===== config.mk =====
export PLATFORM = sky130hd
export DESIGN_NAME = tvip_clock_gen_ctrl
export DESIGN_NICKNAME = d
export VERILOG_FILES = /design/src/rtl/tvip_clock_gen_ctrl.sv
export SDC_FILE = /design/constraint.sdc
export NUM_CORES = 1
export LEC_CHECK = 0
export ABC_AREA = 1
export CAP_MARGIN = 20
export CORE_MARGIN = 1
export CORE_UTILIZATION = 54
export DETAILED_ROUTE_END_ITERATION = 12
export DONT_BUFFER_PORTS = 1
export GPL_TIMING_DRIVEN = 0
export HOLD_SLACK_MARGIN = 0.1
export PLACE_DENSITY = 0.8
export SLEW_MARGIN = 20
export SYNTH_ARGS = -nofsm -noshare
export SYNTH_HDL_FRONTEND = slang
export SYNTH_SLANG_ARGS = --single-unit

===== constraint.sdc =====
create_clock -name clk -period 4 [get_ports clk]
set_input_delay 0.8 -clock clk [delete_from_list [all_inputs] [get_ports clk]]
set_output_delay 0.8 -clock clk [all_outputs]
set_load 0.02 [all_outputs]

===== src/rtl/tvip_clock_gen_ctrl.sv =====
// Clock-generation sequencer: divided clock with a programmable half-period and edge strobes.
// Start, stop and divisor changes take effect only on half-period boundaries.
module tvip_clock_gen_ctrl #(
   parameter int unsigned DIV_WIDTH = 8
) (
   input  logic                 clk,
   input  logic                 rst,
   input  logic                 start_req,
   input  logic                 stop_req,
   input  logic                 div_valid,
   input  logic [DIV_WIDTH-1:0] div_value,
   output logic                 div_ready,
   output logic                 running,
   output logic                 clk_out,
   output logic                 clk_rise,
   output logic                 clk_fall
);

   typedef enum logic [1:0] {
      IDLE,
      RUN,
      STOPPING
   } state_t;

   state_t               state;
   logic [DIV_WIDTH-1:0] active;
   logic [DIV_WIDTH-1:0] pending;
   logic                 pend_valid;
   logic [DIV_WIDTH-1:0] cnt;

   logic [DIV_WIDTH-1:0] div_eff;
   logic [DIV_WIDTH-1:0] next_active;
   logic [DIV_WIDTH-1:0] start_active;
   logic                 div_acc;
   logic                 start_ok;
   logic                 toggle;
   logic                 stop_next;

   always_comb begin
      div_eff      = (div_value == '0) ? DIV_WIDTH'(1) : div_value;
      div_ready    = ~pend_valid;
      running      = (state != IDLE);
      div_acc      = div_valid & div_ready;
      start_ok     = start_req & ~stop_req;
      toggle       = (state != IDLE) && (cnt == '0);
      next_active  = pend_valid ? pending : active;
      start_active = div_acc ? div_eff : active;
      // Stop intent survives in STOPPING unless a lone start_req cancels it.
      stop_next    = stop_req | ((state == STOPPING) & ~start_req);
   end

   always_ff @(posedge clk) begin
      if (rst) begin
         state      <= IDLE;
         clk_out    <= 1'b0;
         clk_rise   <= 1'b0;
         clk_fall   <= 1'b0;
         active     <= DIV_WIDTH'(1);
         pending    <= '0;
         pend_valid <= 1'b0;
         cnt        <= '0;
      end else begin
         clk_rise <= 1'b0;
         clk_fall <= 1'b0;
         case (state)
            IDLE: begin
               if (div_acc)
                  active <= div_eff;
               if (start_ok) begin
                  state    <= RUN;
                  clk_out  <= 1'b1;
                  clk_rise <= 1'b1;
                  cnt      <= start_active - DIV_WIDTH'(1);
               end
            end
            RUN, STOPPING: begin
               if (state == RUN && stop_req && !clk_out) begin
                  state      <= IDLE;
                  pend_valid <= 1'b0;
                  cnt        <= '0;
               end else if (toggle) begin
                  active     <= next_active;
                  cnt        <= next_active - DIV_WIDTH'(1);
                  pend_valid <= 1'b0;
                  clk_out    <= ~clk_out;
                  if (clk_out)
                     clk_fall <= 1'b1;
                  else
                     clk_rise <= 1'b1;
                  // Only a falling toggle can end a stop: low-phase stops exit above.
                  if (stop_next && clk_out) begin
                     state <= IDLE;
                     cnt   <= '0;
                  end else begin
                     state <= RUN;
                     if (div_acc) begin
                        pending    <= div_eff;
                        pend_valid <= 1'b1;
                     end
                  end
               end else begin
                  cnt   <= cnt - DIV_WIDTH'(1);
                  state <= stop_next ? STOPPING : RUN;
                  if (div_acc) begin
                     pending    <= div_eff;
                     pend_valid <= 1'b1;
                  end
               end
            end
            default: state <= IDLE;
         endcase
      end
   end

endmodule


; After elaboration in Yosys (flattened, before gate mapping)
; Cells that the tools add are included.
[op_classes]
addsub = 3
eq_ne = 6
mux = 35
bitwise_logic = 11
n_reduce_logical = 18
[op_table]
columns = cell, n
row1 = $mux W8, 12
row2 = $pmux W8 S2, 2
row3 = $sub A8 B1 Y8 const B, 3
row4 = $logic_not A8 Y1, 2
row5 = $mux W1, 14
row6 = $mux W2, 4
row7 = $ne A2 B2 Y1 const B, 4
row8 = $not A1 Y1, 7
row9 = $reduce_and A3 Y1, 2
row10 = $logic_and A1 B1 Y1, 4
row11 = $pmux W1 S2, 2
row12 = $pmux W2 S2, 1
row13 = $reduce_and A2 Y1, 2
row14 = $reduce_and A4 Y1, 1
row15 = $reduce_bool A2 Y1, 2
row16 = $reduce_or A4 Y1, 1
row17 = $and A1 B1 Y1, 3
row18 = $reduce_bool A3 Y1, 1
row19 = $eq A2 B1 Y1 const B, 1
row20 = $eq A2 B2 Y1 const B, 1
row21 = $logic_not A2 Y1, 1
row22 = $reduce_or A2 Y1, 1
row23 = $logic_not A1 Y1, 1
row24 = $or A1 B1 Y1, 1
[totals]
regBits = 30
input_bits = 13
output_inout_bits = 5
word_cells = 81

; Depth between registers and ports, before layout
; Gate-level depths: netlist of the first run.
[logic_depth]
word_depth = 8
depth_mapped = 13
depth_no_buf = 13

; Worst setup path after synthesis of the first run
; Ideal clock, no wire load.
[synth_timing]
path_kind = input port to flip-flop
from = input port div_valid
to = register cnt[6]
setup_time_ns = 0.119
arrival_ns = 1.890
t_required_ns = 3.881
path_slack_ns = 1.991
stages = 10
n_path_buf = 0
path_cell_list = inv_2 > nor2_2 > nand3_1 > nand2_1 > ha_1 > nand2_1 > nor2_2 > nand3_1 > a21oi_1 > a21oi_1
[synth_via]
elab_chain_len = 5
[synth_lines]
columns = element, line
row1 = "start, declared", 10  ; input logic div_valid,
row2 = $and A1 B1 Y1, 43  ; div_acc = div_valid & div_ready;
row3 = $mux W8, -
row4 = $sub A8 B1 Y8, 73  ; cnt <= start_active - DIV_WIDTH'(1);
row5 = $mux W8, 69  ; if (start_ok) begin
row6 = $pmux W8 S2, 65  ; case (state)
row7 = "end signal, assigned", 73
row8 = "end signal, assigned", 83  ; cnt <= next_active - DIV_WIDTH'(1);
row9 = "end signal, assigned", 102  ; cnt <= cnt - DIV_WIDTH'(1);
row10 = "end, declared", 29  ; logic [DIV_WIDTH-1:0] cnt;
; No other way between the ends. The select of a mux whose other input is x is not followed.
; A chain may end at the register's enable or synchronous reset.

; Worst setup path after layout of the first run
[layout_timing]
from = register state[0]
to = register pending[3]
[layout_via]
elab_chain_len = 6
elab_cells_between_ends = 14
cone_classes = eq/ne: 3 / mux: 1 / bitwise: 3 / reduce/logical: 7
[layout_lines]
columns = element, line
row1 = "start, declared", 25  ; state_t state;
row2 = "start signal, assigned", 103  ; state <= stop_next ? STOPPING : RUN;
row3 = $eq A2 B2 Y1, "49, 65"
row4 = $and A1 B1 Y1, 49  ; stop_next = stop_req | ((state == STOPPING) & ~start_req);
row5 = $or A1 B1 Y1, 49
row6 = $logic_and A1 B1 Y1, 91  ; if (stop_next && clk_out) begin
row7 = $ne A2 B2 Y1 (no line), -
row8 = $reduce_and A3 Y1 (no line), -
row9 = "end signal, assigned", 97  ; pending <= div_eff;
row10 = "end signal, assigned", 105  ; pending <= div_eff;
row11 = "end, declared", 27  ; logic [DIV_WIDTH-1:0] pending;
; Parallel ways exist; a longest one is shown, timed or not.

==> flow_summary.yaml, run 1 <==
timing:
  finalHoldViolations: 0
  fmaxAchievable_mhz: 462
  timing.final.crit_share_pct: 54.1
  slew_headroom_pct: 67.5
  rsz0062_at_grt: "no"
  min_period_ps: 2160
  fin_hold_ws_ps: 484
  worst_slew_pin_slew_ps: 487
  setup_violations: 0
  fin_worst_skew_ps: 10.2
  slew_violations: 0
  setup_tns_ps: 0
place:
  numPortBuffers: 0
  dp_hpwl_mm: 4.31
  dp_cells: 409
  gp_congestion: 0.942
outcome:
  status: "complete, no violations"
setup_path:
  cp_data_arrival_time_ps: 2340
  critical_path_peak_fanout: 10
  r2r_end: "pending[3]"
  crit_top_cell: "nor2_1"
  cp.depth: 8
  r2r_cells: 8
  crit_path_end: "pending[3]"
  crit_path_start: "state[0]"
  cp-end-kind: "register"
  cp_slowest_cell: "o211ai_2"
  start_kind: "register"
  critPathKind: "register to register"
  max_stage_delay_ps: 460
  reg2reg_slack_ps: 1840
  r2r-start: "state[0]"
  required_ps: 4170
  worstPathCellList: "inv_1 > ha_1 > nor2_2 > nand4_4 > o211ai_2 > inv_2 > nor2_1 > nor2_1"
  critPathBufInv: 2
  cp_top_family: "simple AND/OR/NAND/NOR gates"
routing:
  drt_iter0_drc: 169
  vias_per_cell: 5.53
  drc: 0
  ant_nets: 0
  wirelength_mm: 5.64
  dr_total_vias: 2306
  wl_per_cell_um: 13.5
  drt_first_pass_iters: 4
floorplanning:
  core_area_sq_mm: 0.00374
  start_util_pct: 57.5
  die_height_um: 65.1
  io_pins: 18
  fp-row-count: 22
  die_w_um: 65.1
  dieArea_sq_mm: 0.00424
clock_tree:
  cts.sinks: 30
  post-cts-setup-buffer-count: 0
  cts_hold_buf: 0
  post_cts_resized: 0
  htree_num_levels: 2
  cts_buffers: 5
  clk_pin_slew_ps: 60
  tritoncts: "yes"
  clockBufferDepth: 2
  cts_root_buffer: "clkbuf_8"
  worstSkewPairLatency_ps: 290
power_and_ir_drop:
  p_per_area_mw_per_mm2: 603
  irDropWorstVdd_v: 0.000434
  finalPower_mw: 1.42
  p_leak_nw: 1.12
finish:
  final_cell_mix: "nand2_1 (94), nor2_1 (45), inv_1 (44), o21ai_0 (32), dfxtp_1 (30)"
  layout-area-overhead-vs-synth_pct: 9.41
  layout_commonest_cell: "nand2_1"
  drive_gt1_share_pct: 9.49
  fill_cells: 390
  finalNonFillerCells: 417
  final_net_count: 388
  num_antenna_cells: 0
logic_synthesis:
  synth_cell_types: 29
  ys_ff_latch: 30
  avgSynthCellArea_sq_um: 5.96
  yosys_warnings: 0
  async_reset_ff_share_pct: 0
  ys.flop_type: "dfxtp_1"
  yosysSeqAreaShare_pct: 27.9
  synth_edf_count: 0
  syn_nets: 381
  syn-instance-count: 361
  synth.cell_area_sq_mm: 0.00215
global_routing:
  first_global_vias: 2139
  globalRouteTotalUtil_pct: 28.8
  grt_max_degree: 11
  grt_pass1_wl_mm: 9.34
  antenna_found_initial: 0
  gr-total-overflow: 0
job:
  max-cap-violations: 0
worst_hold_path:
  hold_path.class: "register to register"
## flip-flops by register name, summed over array words and instances, names as in the netlist
name        flops
active          8
cnt             8
pending         8
state           2
clk_fall        1
clk_out         1
clk_rise        1
pend_valid      1
## Yosys cell counts (all sizes together), types with 2 or more instances
cell type  count  area, sq um
a21oi         26          130
buf            2         12.5
clkbuf         6         22.5
dfxtp         30          601
ha             7         87.6
inv           53          199
nand2         97          372
nand3         27          135
nand4          3         33.8
nor2          52          218
nor3           4         20.0
o211ai         4         35.0
o21ai         42          229
o21bai         3         22.5
## how the worst min path moves through the flow
stage	slack [ps]	cells past startpoint	start	to
2_1_floorplan	440	2	active[7]	active[7]
3_3_place_gp	450	2	active[1]	active[1]
3_5_place_dp	480	2	pending[1]	pending[1]
4_1_cts	490	2	pending[1]	pending[1]
5_1_grt	510	2	pending[4]	pending[4]
6_report	480	2	pending[1]	pending[1]
## metal layers
metal	share of wire, %	vias up	global-route usage (%)
li1	-	1171	-
met2	49	59	50.3
met3	5.1	9	5.38
met4	1.2	0	8.70
met1	45	1067	35.9
met5	0	-	0
## tightest hold or removal path, cell delays in order, from the launching register on
cell and delay [ps]:
dfxtp_1 320, nor2_1 40, nor2_1 80
## metrics by stage
| stage | util, % | instance area [sq um] | worst slack (ps) |
|---|---|---|---|
| 6_report | 62.9 | 2360 | 1840 |
| 5_1_grt | 62.9 | 2360 | 1660 |
| 4_1_cts | 62.9 | 2360 | 1850 |
| 3_5_place_dp | 59.1 | 2210 | 1620 |
| 3_3_place_gp | 59.1 | 2210 | 1610 |
| 2_1_floorplan | - | 2150 | 1990 |
## where the power goes
part | switching (mW) | total, mW | internal [mW]
clock | 0.120 | 0.386 | 0.266
combinational | 0.436 | 0.634 | 0.198
sequential | 0.0415 | 0.400 | 0.359
## cells by family (layout without fill, tap and decap cells)
kind of cell	count (synthesis)	in the layout	share of synthesized area (%)
AND/OR/NAND/NOR	186	186	37.1
AO/OA/AOI/OAI	76	76	19.7
buffers and inverters	61	69	10.9
flip-flops	30	30	27.9
adder cells (fa/ha/maj)	7	7	4.07
XOR/XNOR	1	1	0.407
## layout make-up
class / count / area (sq um) / share of cell area [%]
Clock buffer: 6 / 82.6 / 3.51
Multi-Input combinational cell: 270 / 1320 / 56.0
Tap cell: 48 / 60.1 / 2.55
Inverter: 53 / 199 / 8.44
Sequential cell: 30 / 601 / 25.5
Buffer: 8 / 35.0 / 1.49
Clock inverter: 2 / 60.1 / 2.55
Note: power is estimated with default switching activity, not from simulation.
==> run 2, diff against run 1 <==
Settings changed: PLACE_DENSITY 0.8 to 0.83.
Clock period 4 ns to 1.9 ns, I/O delays scaled along.
==> run 2 against run 1 <==
Effect of this change:
- flip-flop and latch count did not move
- register-to-register slack got worse by 1700 ps
- sequential power increased by 110%
- sequential share of layout area is 0.62 points lower
- final cell count is 1.9% higher
- first-iteration DRC count down 22%
- combinational power up 130%
==> flow_summary.yaml, run 2 (synthesized netlist as in run 1, its figures left out) <==
clock_tree:
  cts_root_buffer: "clkbuf_8"
  worstSkewPairLatency_ps: 290
  clk_pin_slew_ps: 70
  cts.sinks: 30
  tritoncts: "yes"
  htree_num_levels: 2
  cts_buffers: 5
  cts_hold_buf: 0
  clockBufferDepth: 2
setup_path:
  critical_path_peak_fanout: 10
  worstPathCellList: "inv_1 > ha_2 > clkbuf_1 > nor2_1 > nand3_1 > nand2_1 > nor2_1 > a21oi_1"
  crit_top_cell: "nor2_1"
  cp-end-kind: "register"
  cp_data_arrival_time_ps: 1940
  cp_slowest_cell: "dfxtp_2"
  max_stage_delay_ps: 360
  start_kind: "register"
  critPathBufInv: 2
  required_ps: 2070
  critPathKind: "register to register"
  cp_top_family: "buffers and inverters"
timing:
  slew_headroom_pct: 71.5
  slew_violations: 0
  setup_tns_ps: 0
  finalHoldViolations: 0
  worst_slew_pin_slew_ps: 428
  setup_slack_ps: 125
  timing.final.crit_share_pct: 93.4
  min_period_ps: 1770
  fin_worst_skew_ps: 8.34
  setup_violations: 0
  fin_hold_ws_ps: 252
  rsz0062_at_grt: "yes"
  fmaxAchievable_mhz: 563
outcome:
  status: "complete, no violations"
place:
  gp_congestion: 0.924
  dp_hpwl_mm: 4.25
  post-place-ws_ps: -238
  numPortBuffers: 0
finish:
  fill_cells: 360
  num_antenna_cells: 0
  final_net_count: 396
  drive_gt1_share_pct: 14.9
  layout_commonest_cell: "nand2_1"
  final_cell_mix: "nand2_1 (92), inv_1 (43), nor2_1 (42), o21ai_0 (30)"
  multi_input_area_sq_mm: 0.00138
  top_regs: "active (8), cnt (8), pending (8)"
  layout-area-overhead-vs-synth_pct: 13.3
  regArea_sq_um: 607
power_and_ir_drop:
  p_leak_nw: 1.14
  finalPower_mw: 2.82
  p_per_area_mw_per_mm2: 1160
  irDropWorstVdd_v: 0.000876
routing:
  ant_nets: 0
  wirelength_mm: 5.61
  vias_per_cell: 5.50
  drt_iter0_drc: 132
  drt_first_pass_iters: 5
  wl_per_cell_um: 13.2
  dr_total_vias: 2336
  drc: 0
global_routing:
  grt_pass1_wl_mm: 9.29
  grt_util_met2_pct: 48.4
  first_global_vias: 2146
  antenna_found_initial: 0
  top_usage_layer: "met2"
  gr-total-overflow: 0
  grt_max_degree: 11
  globalRouteTotalUtil_pct: 29.1
  grt_use_met3_pct: 6.42
  grt_use_met1_pct: 35.9
floorplanning:
  fp-row-count: 22
  core_area_sq_mm: 0.00374
  io_pins: 18
  die_w_um: 65.1
  start_util_pct: 57.5
  dieArea_sq_mm: 0.00424
  die_height_um: 65.1
job:
  max-cap-violations: 0
worst_hold_path:
  hold_path.class: "primary input to register"
run 2: cell count changes in the layout (fill, tap and decap cells not counted), sizes merged:
| cell | change |
|---|---|
| bufinv | -2 |
| buf | +8 |
| clkbuf | +1 |
| clkinv | +1 |
run 2: final cells by class:
class,instances,area share [%]
sequential,30,24.9
timing repair buffer,8,2.46
buffer,8,1.54
inverter,53,8.46
tap,48,2.46
multi-input combinational,270,56.5
clock inverter,1,0.205
clock buffer,7,3.54
run 2: path summary, 6_finish.rpt:
| path | startpoint | to | slack, ps | cells past startpoint |
|---|---|---|---|---|
| max | state[0] | cnt[7] | 130 | 8 |
| min | div_value[4] | pending[4] | 250 | 2 |
| min reg2reg | active[1] | active[1] | 480 | 2 |
| max reg2reg | state[0] | cnt[7] | 130 | 8 |
run 2: per-stage QoR:
stage          util (%)  cells  area (sq um)
2_1_floorplan         -    361          2150
6_report           65.2    425          2440
3_5_place_dp       59.1    409          2210
5_1_grt            65.2    425          2440
3_3_place_gp       59.1    409          2210
4_1_cts            63.0    420          2360
run 2: layer usage:
layer	up-vias	part of all wire (%)
met5	-	0
met3	9	7.4
met2	75	47
met1	1065	43
li1	1187	-
met4	0	1.9
run 2: what timing repair did:
| item | CTS | global route |
|---|---|---|
| gates resized for setup | 9 | 18 |
| pin swaps | 3 | 5 |
| endpoints found under the setup margin | 25 | 27 |
| setup buffers | 3 | 5 |
run 2: power breakdown:
| part | switching (mW) | internal, mW |
|---|---|---|
| Clock | 0.248 | 0.292 |
| Combinational | 0.952 | 0.482 |
| Sequential | 0.0923 | 0.758 |
| Total | 1.29 | 1.53 |
